### src/rtl/mem_stage.sv
// ---------------------------------------------------------------------------
// mem_stage -- pipeline MEM stage with a single-outstanding data-memory port.
//
// Non-memory ops pass straight through to the MEM/WB latch in one edge.
// Word-aligned loads/stores are captured and held on the dmem port (state
// ACCESS) until dmem_ack or a bounded wait expires. Misaligned accesses are
// never issued. Both faults set sticky error flags.
//
// Ports
//   clk, reset                 clock; asynchronous active-low reset
//   agex_*                     upstream AGEX latch (valid, pc, op class, rd,
//                              ALU result / store data, effective address)
//   mem_stall                  upstream holds its latch while high
//   dmem_req/we/addr/wdata     memory request, stable through ACCESS
//   dmem_ack, dmem_rdata       completion strobe; load data valid with ack
//   wb_*                       registered MEM/WB latch
//   pend_valid, pend_rd        in-flight load destination for interlock
//   misalign_err, timeout_err  sticky error flags, cleared only by reset
// ---------------------------------------------------------------------------
module mem_stage #(
    parameter int DBITS       = 32,
    parameter int REGNOBITS   = 5,
    parameter int ACK_TIMEOUT = 16
) (
    input  logic                 clk,
    input  logic                 reset,
    input  logic                 agex_valid,
    input  logic [DBITS-1:0]     agex_pc,
    input  logic                 agex_is_load,
    input  logic                 agex_is_store,
    input  logic                 agex_wr_reg,
    input  logic [REGNOBITS-1:0] agex_rd,
    input  logic [DBITS-1:0]     agex_arith,
    input  logic [DBITS-1:0]     agex_memaddr,
    output logic                 mem_stall,
    output logic                 dmem_req,
    output logic                 dmem_we,
    output logic [DBITS-1:0]     dmem_addr,
    output logic [DBITS-1:0]     dmem_wdata,
    input  logic                 dmem_ack,
    input  logic [DBITS-1:0]     dmem_rdata,
    output logic                 wb_valid,
    output logic                 wb_wr_reg,
    output logic [DBITS-1:0]     wb_pc,
    output logic [DBITS-1:0]     wb_value,
    output logic [REGNOBITS-1:0] wb_rd,
    output logic                 pend_valid,
    output logic [REGNOBITS-1:0] pend_rd,
    output logic                 misalign_err,
    output logic                 timeout_err
);

    typedef enum logic {IDLE, ACCESS} state_t;

    localparam int                CNT_W    = (ACK_TIMEOUT > 1) ? $clog2(ACK_TIMEOUT) : 1;
    localparam logic [CNT_W-1:0]  CNT_LAST = CNT_W'(ACK_TIMEOUT - 1);

    state_t                 state_q, state_d;
    logic [CNT_W-1:0]       cnt_q, cnt_d;

    // Captured memory op, held on the dmem port for the whole ACCESS phase.
    logic [DBITS-1:0]       cap_pc_q, cap_pc_d;
    logic [DBITS-1:0]       cap_addr_q, cap_addr_d;
    logic [DBITS-1:0]       cap_data_q, cap_data_d;
    logic [REGNOBITS-1:0]   cap_rd_q, cap_rd_d;
    logic                   cap_wr_reg_q, cap_wr_reg_d;
    logic                   cap_store_q, cap_store_d;

    logic                   wb_valid_q, wb_valid_d;
    logic                   wb_wr_reg_q, wb_wr_reg_d;
    logic [DBITS-1:0]       wb_pc_q, wb_pc_d;
    logic [DBITS-1:0]       wb_value_q, wb_value_d;
    logic [REGNOBITS-1:0]   wb_rd_q, wb_rd_d;
    logic                   misalign_q, misalign_d;
    logic                   timeout_q, timeout_d;

    logic                   is_mem_op;
    logic                   aligned;

    assign is_mem_op = agex_is_load | agex_is_store;
    assign aligned   = (agex_memaddr[1:0] == 2'b00);

    always_comb begin
        // NOTE: every _d gets its hold value first so no path through the
        // case below leaves a signal unassigned (which would infer a latch).
        state_d      = state_q;
        cnt_d        = cnt_q;
        cap_pc_d     = cap_pc_q;
        cap_addr_d   = cap_addr_q;
        cap_data_d   = cap_data_q;
        cap_rd_d     = cap_rd_q;
        cap_wr_reg_d = cap_wr_reg_q;
        cap_store_d  = cap_store_q;
        wb_valid_d   = 1'b0;
        wb_wr_reg_d  = wb_wr_reg_q;
        wb_pc_d      = wb_pc_q;
        wb_value_d   = wb_value_q;
        wb_rd_d      = wb_rd_q;
        misalign_d   = misalign_q;
        timeout_d    = timeout_q;

        case (state_q)
            IDLE: begin
                // dmem_ack is deliberately not looked at here.
                if (agex_valid) begin
                    if (!is_mem_op) begin
                        wb_valid_d  = 1'b1;
                        wb_pc_d     = agex_pc;
                        wb_rd_d     = agex_rd;
                        wb_wr_reg_d = agex_wr_reg;
                        wb_value_d  = agex_arith;
                    end else if (aligned) begin
                        state_d      = ACCESS;
                        cnt_d        = '0;
                        cap_pc_d     = agex_pc;
                        cap_addr_d   = agex_memaddr;
                        cap_data_d   = agex_arith;
                        cap_rd_d     = agex_rd;
                        cap_wr_reg_d = agex_wr_reg;
                        cap_store_d  = agex_is_store;
                    end else begin
                        misalign_d = 1'b1;
                    end
                end
            end
            ACCESS: begin
                // Ack is tested first so it wins over a coincident timeout.
                if (dmem_ack) begin
                    state_d    = IDLE;
                    wb_valid_d = 1'b1;
                    wb_pc_d    = cap_pc_q;
                    wb_rd_d    = cap_rd_q;
                    if (cap_store_q) begin
                        wb_value_d  = cap_data_q;
                        wb_wr_reg_d = 1'b0;
                    end else begin
                        wb_value_d  = dmem_rdata;
                        wb_wr_reg_d = cap_wr_reg_q;
                    end
                end else if (cnt_q == CNT_LAST) begin
                    state_d   = IDLE;
                    timeout_d = 1'b1;
                end else begin
                    cnt_d = cnt_q + 1'b1;
                end
            end
            default: state_d = IDLE;
        endcase
    end

    always_ff @(posedge clk or negedge reset) begin
        if (!reset) begin
            state_q      <= IDLE;
            cnt_q        <= '0;
            cap_pc_q     <= '0;
            cap_addr_q   <= '0;
            cap_data_q   <= '0;
            cap_rd_q     <= '0;
            cap_wr_reg_q <= 1'b0;
            cap_store_q  <= 1'b0;
            wb_valid_q   <= 1'b0;
            wb_wr_reg_q  <= 1'b0;
            wb_pc_q      <= '0;
            wb_value_q   <= '0;
            wb_rd_q      <= '0;
            misalign_q   <= 1'b0;
            timeout_q    <= 1'b0;
        end else begin
            // NOTE: non-blocking assignments so every flop samples the
            // pre-edge values, independent of statement order.
            state_q      <= state_d;
            cnt_q        <= cnt_d;
            cap_pc_q     <= cap_pc_d;
            cap_addr_q   <= cap_addr_d;
            cap_data_q   <= cap_data_d;
            cap_rd_q     <= cap_rd_d;
            cap_wr_reg_q <= cap_wr_reg_d;
            cap_store_q  <= cap_store_d;
            wb_valid_q   <= wb_valid_d;
            wb_wr_reg_q  <= wb_wr_reg_d;
            wb_pc_q      <= wb_pc_d;
            wb_value_q   <= wb_value_d;
            wb_rd_q      <= wb_rd_d;
            misalign_q   <= misalign_d;
            timeout_q    <= timeout_d;
        end
    end

    assign mem_stall    = (state_q == ACCESS);
    assign dmem_req     = mem_stall;
    assign dmem_we      = mem_stall & cap_store_q;
    assign dmem_addr    = cap_addr_q;
    assign dmem_wdata   = cap_data_q;

    assign pend_valid   = mem_stall & ~cap_store_q & cap_wr_reg_q;
    assign pend_rd      = pend_valid ? cap_rd_q : '0;

    assign wb_valid     = wb_valid_q;
    assign wb_wr_reg    = wb_wr_reg_q;
    assign wb_pc        = wb_pc_q;
    assign wb_value     = wb_value_q;
    assign wb_rd        = wb_rd_q;
    assign misalign_err = misalign_q;
    assign timeout_err  = timeout_q;

endmodule
### config.mk
export PLATFORM = sky130hd
export DESIGN_NAME = mem_stage
export DESIGN_NICKNAME = d
export VERILOG_FILES = /design/src/rtl/mem_stage.sv
export SDC_FILE = /design/constraint.sdc
export NUM_CORES = 1
export LEC_CHECK = 0
export BUFFER_PORTS_ARGS = -buffer_cell sky130_fd_sc_hd__buf_2
export CAP_MARGIN = 20
export CELL_PAD_IN_SITES_DETAIL_PLACEMENT = 2
export CELL_PAD_IN_SITES_GLOBAL_PLACEMENT = 2
export CORE_UTILIZATION = 37
export CTS_BUF_LIST = sky130_fd_sc_hd__clkbuf_2
export DETAILED_ROUTE_END_ITERATION = 8
export PLACE_DENSITY_LB_ADDON = 0.1
export SYNTH_ARGS = -nofsm -noshare
export SYNTH_HDL_FRONTEND = slang
export SYNTH_SLANG_ARGS = --single-unit
export TNS_END_PERCENT = 30
### constraint.sdc
create_clock -name clk -period 4.15 [get_ports clk]
set_clock_uncertainty 0.05 [all_clocks]
set_input_delay 0.83 -clock clk [delete_from_list [all_inputs] [get_ports clk]]
set_output_delay 0.83 -clock clk [all_outputs]
set_load 0.01 [all_outputs]
==> results.md <==
• 1.80 ns — setup slack of the most critical reg-to-reg path
• 0 — antenna-violating nets left
• 16.8% — part of the power in the clock network
• 0 — number of synthesized flops with an enable pin
• 0.774 — final estimated routing congestion in global placement
• 8 — initial antenna violation count
• 43 — highest net fanout along the worst path
• 0.191 ns — Hold Slack
• 4 — Pre-Repair DR Iteration Count
• flip-flop to output port — Setup CP Type
• 0.761 ns — Slew @ Worst Pin
• 21800 µm² — core region area
• 0 — fin. max-slew vios
• sky130_fd_sc_hd__buf_2 — commonest non-fill, non-tap cell in the layout
• 0.30 ns — Worst-path clk slew
• 2 — Min-Delay Path Depth
• 151 µm — overall die height
• 22700 µm — wire length reported by the detailed router
• 0 — Synth warnings
• 62.7% — share of final-layout standard cells stronger than drive strength 1
• sky130_fd_sc_hd__clkbuf_2 — CTS root buf
• 981 — number of nets in the final layout
• 55.2% — proportion of netlist area held by the largest area contributor
• 0 — CTS-repair resized insts
• input port to flip-flop — kind of path behind the tightest hold check
• 2 — number of buffers on the longest clock path
• 100% — share of async-settable or async-resettable flops after synthesis
• 14.6 µm² — Post-Synthesis Mean Instance Area
• yes — clock tree from TritonCTS
• 3.27 ns — data required time at the worst endpoint
• 54 — Rows
• 17 — CTS Buf Count
• 0 — DRC Markers
• 4.90 — drt via density
• 22800 µm² — overall die area
• 0 — Final Setup Violations
• sky130_fd_sc_hd__dfrtp_1 55%, sky130_fd_sc_hd__mux2_2 19%, sky130_fd_sc_hd__mux2_4 12%, sky130_fd_sc_hd__mux2i_1 4.1%, sky130_fd_sc_hd__a21oi_1 2.0% — top cells by area, synth
• 1.75 mW — switching power
• 20.4% — GR Util All Layers
• 3.33 mW — internal power
• 50.3% — sequential group share of total power
• 181 — number of synthesized register bits
• agex_memaddr[7] — min-delay src
• 6158 — vias in the first global route
• 286 — total I/O pin count
• 16800 µm — post-detailed-placement half-perimeter wirelength
• 0 — number of maximum-capacitance violations
• 0 ns — final-layout setup total negative slack
• 4 — H-tree level count
• 37.6% — starting utilization of the core area
• output port — crit path capture type
• 83.4% — Final Cycle Share
• complete, no violations — run status
• 8210 µm² — Mapped Area
• 30 — Unique masters post-synth
• 5.15 nW — Static Leak
• dmem_addr[7]$_DFFE_PN0P_ — Min-Delay Endpoint
• 289 MHz — achievable clock frequency
• 502 nW/µm² — power per unit of standard cell area
• 564 — cell count after synthesis
• dmem_req$_DFF_PN0_ — launch point of the critical path
• 0.78 ns — clock latency at the later pin of the worst-skew pair
• 3.46 ns — Final Critical Period
• 2.58 ns — arrival time at the worst endpoint
• sky130_fd_sc_hd__dfrtp_1 — Primary FF master, synth
• dmem_req$_DFF_PN0_ — RR Startpoint
• 55.2% — part of the Yosys area used for sequential elements
• false — RSZ-0062 raised after global routing
• 109 — number of design-rule violations left by the first detailed-router iteration
• 285 — Port Buffer Count
• 4 — R2R depth
• 0 — number of hold violations in the final report
• 705 — synthesized netlist net count
• 5580 — total number of vias
• 151 µm — Die Width
• 67 — largest net degree at the start of global routing
• 49.1% — relative slew slack
• 284 x sky130_fd_sc_hd__buf_2, 179 x sky130_fd_sc_hd__dfrtp_1, 139 x sky130_fd_sc_hd__mux2_2, 68 x sky130_fd_sc_hd__mux2_4 — leading cell types in the layout, fill and taps excluded
• sky130_fd_sc_hd__dfrtp_1 — largest area contributor in the netlist
• cap_wr_reg_q$_DFFE_PN0P_ — terminus of the critical flop-to-flop path
• 34900 µm — first-pass GRT wire length
• 181 — # clock sinks
• 32.9% — Comb pwr share
• 23.1% — area added between synthesis and finish
• 20.0 µm — routed len/inst
• 34.4% — switching share of power
• 0.000193 V — IR drop worst, VDD
• 0 — global-route congestion overflow total
• flip-flop — critical path startpoint category
-- cells in the mapped netlist (2+ instances only) --
master and n:
sky130_fd_sc_hd__nor2_1 34, sky130_fd_sc_hd__nand2_1 2, sky130_fd_sc_hd__a21oi_1 33, sky130_fd_sc_hd__clkbuf_1 14, sky130_fd_sc_hd__mux2_4 68, sky130_fd_sc_hd__and2_1 8, sky130_fd_sc_hd__buf_2 13, sky130_fd_sc_hd__mux2i_1 34
sky130_fd_sc_hd__buf_6 9, sky130_fd_sc_hd__o22ai_1 2, sky130_fd_sc_hd__nand3_1 3, sky130_fd_sc_hd__inv_1 7, sky130_fd_sc_hd__mux2_2 139, sky130_fd_sc_hd__xnor2_1 2, sky130_fd_sc_hd__dfrtp_1 181
-- power by group through the flow --
stage	Sequential, mW	Combinational [mW]	Clock, mW
after CTS	2.57	1.71	0.901
after detailed placement	2.60	1.70	0
after global placement	2.56	1.64	0
final	2.56	1.67	0.853
after global routing	2.63	1.81	0.968
after floorplan	2.70	0.813	0
-- per-stage QoR --
| step | total power [mW] | setup WS, ns | cells | utilization (%) | cell area (µm²) |
|---|---|---|---|---|---|
| 2_1_floorplan | 3.52 | 1.86 | 564 | - | 8210 |
| 3_3_place_gp | 4.19 | 1.42 | 1100 | 45.3 | 9880 |
| 3_5_place_dp | 4.30 | 1.33 | 1100 | 45.3 | 9880 |
| 4_1_cts | 5.17 | 0.572 | 1133 | 46.3 | 10100 |
| 5_1_grt | 5.41 | 0.403 | 1137 | 46.3 | 10100 |
| 6_report | 5.08 | 0.688 | 1139 | 46.3 | 10100 |
-- critical path, stage by stage (launching register included) --
cell                      delay (ns)
sky130_fd_sc_hd__dfrtp_4        0.63
sky130_fd_sc_hd__buf_4          0.52
sky130_fd_sc_hd__and3b_1        0.36
sky130_fd_sc_hd__and2_1         0.17
sky130_fd_sc_hd__buf_2          0.13
-- final cells by class --
class	instances	area, µm²
Inverter	7	26.3
Sequential cell	181	4530
Timing Repair Buffer	295	1550
Antenna cell	6	15.0
Tap cell	280	350
Fill cell	2234	11700
Clock inverter	15	119
Multi-Input combinational cell	338	3430
Clock buffer	17	85.1
-- cells by family after synthesis --
logic type      count (synthesis)  share of synthesized area [%]
compound gates                 40                           2.62
xor+xnor                        2                          0.213
fa+ha+maj                       1                          0.152
buf+inv                        45                           3.12
flops                         181                           55.2
mux                           241                           35.6
simple gates                   54                           3.09
-- worst max path at each step --
| stage | to |
|---|---|
| after CTS | pend_rd[3] |
| after floorplan | cap_pc_q[10]$_DFFE_PN0P_ |
| after global placement | cap_wr_reg_q$_DFFE_PN0P_ |
| after detailed placement | cap_rd_q[4]$_DFFE_PN0P_ |
| after global routing | pend_rd[3] |
| final | pend_rd[3] |
-- metal layers --
metal | part of all wire, % | wire length [µm] | vias to the layer above | GRT usage [%]
met2 | 50 | 11400 | 170 | 34.6
met5 | 0.12 | 27 | - | 0
met4 | 1.6 | 363 | 4 | 6.85
met3 | 6.6 | 1510 | 26 | 6.23
li1 | - | - | 2540 | -
met1 | 41 | 9410 | 2840 | 24.6
-- timing repair --
item                                   CTS  global route
endpoints found under the hold margin   63             0
setup buffers                            0             0
hold buffers                             1             0
(Power assumes the default switching activity.)
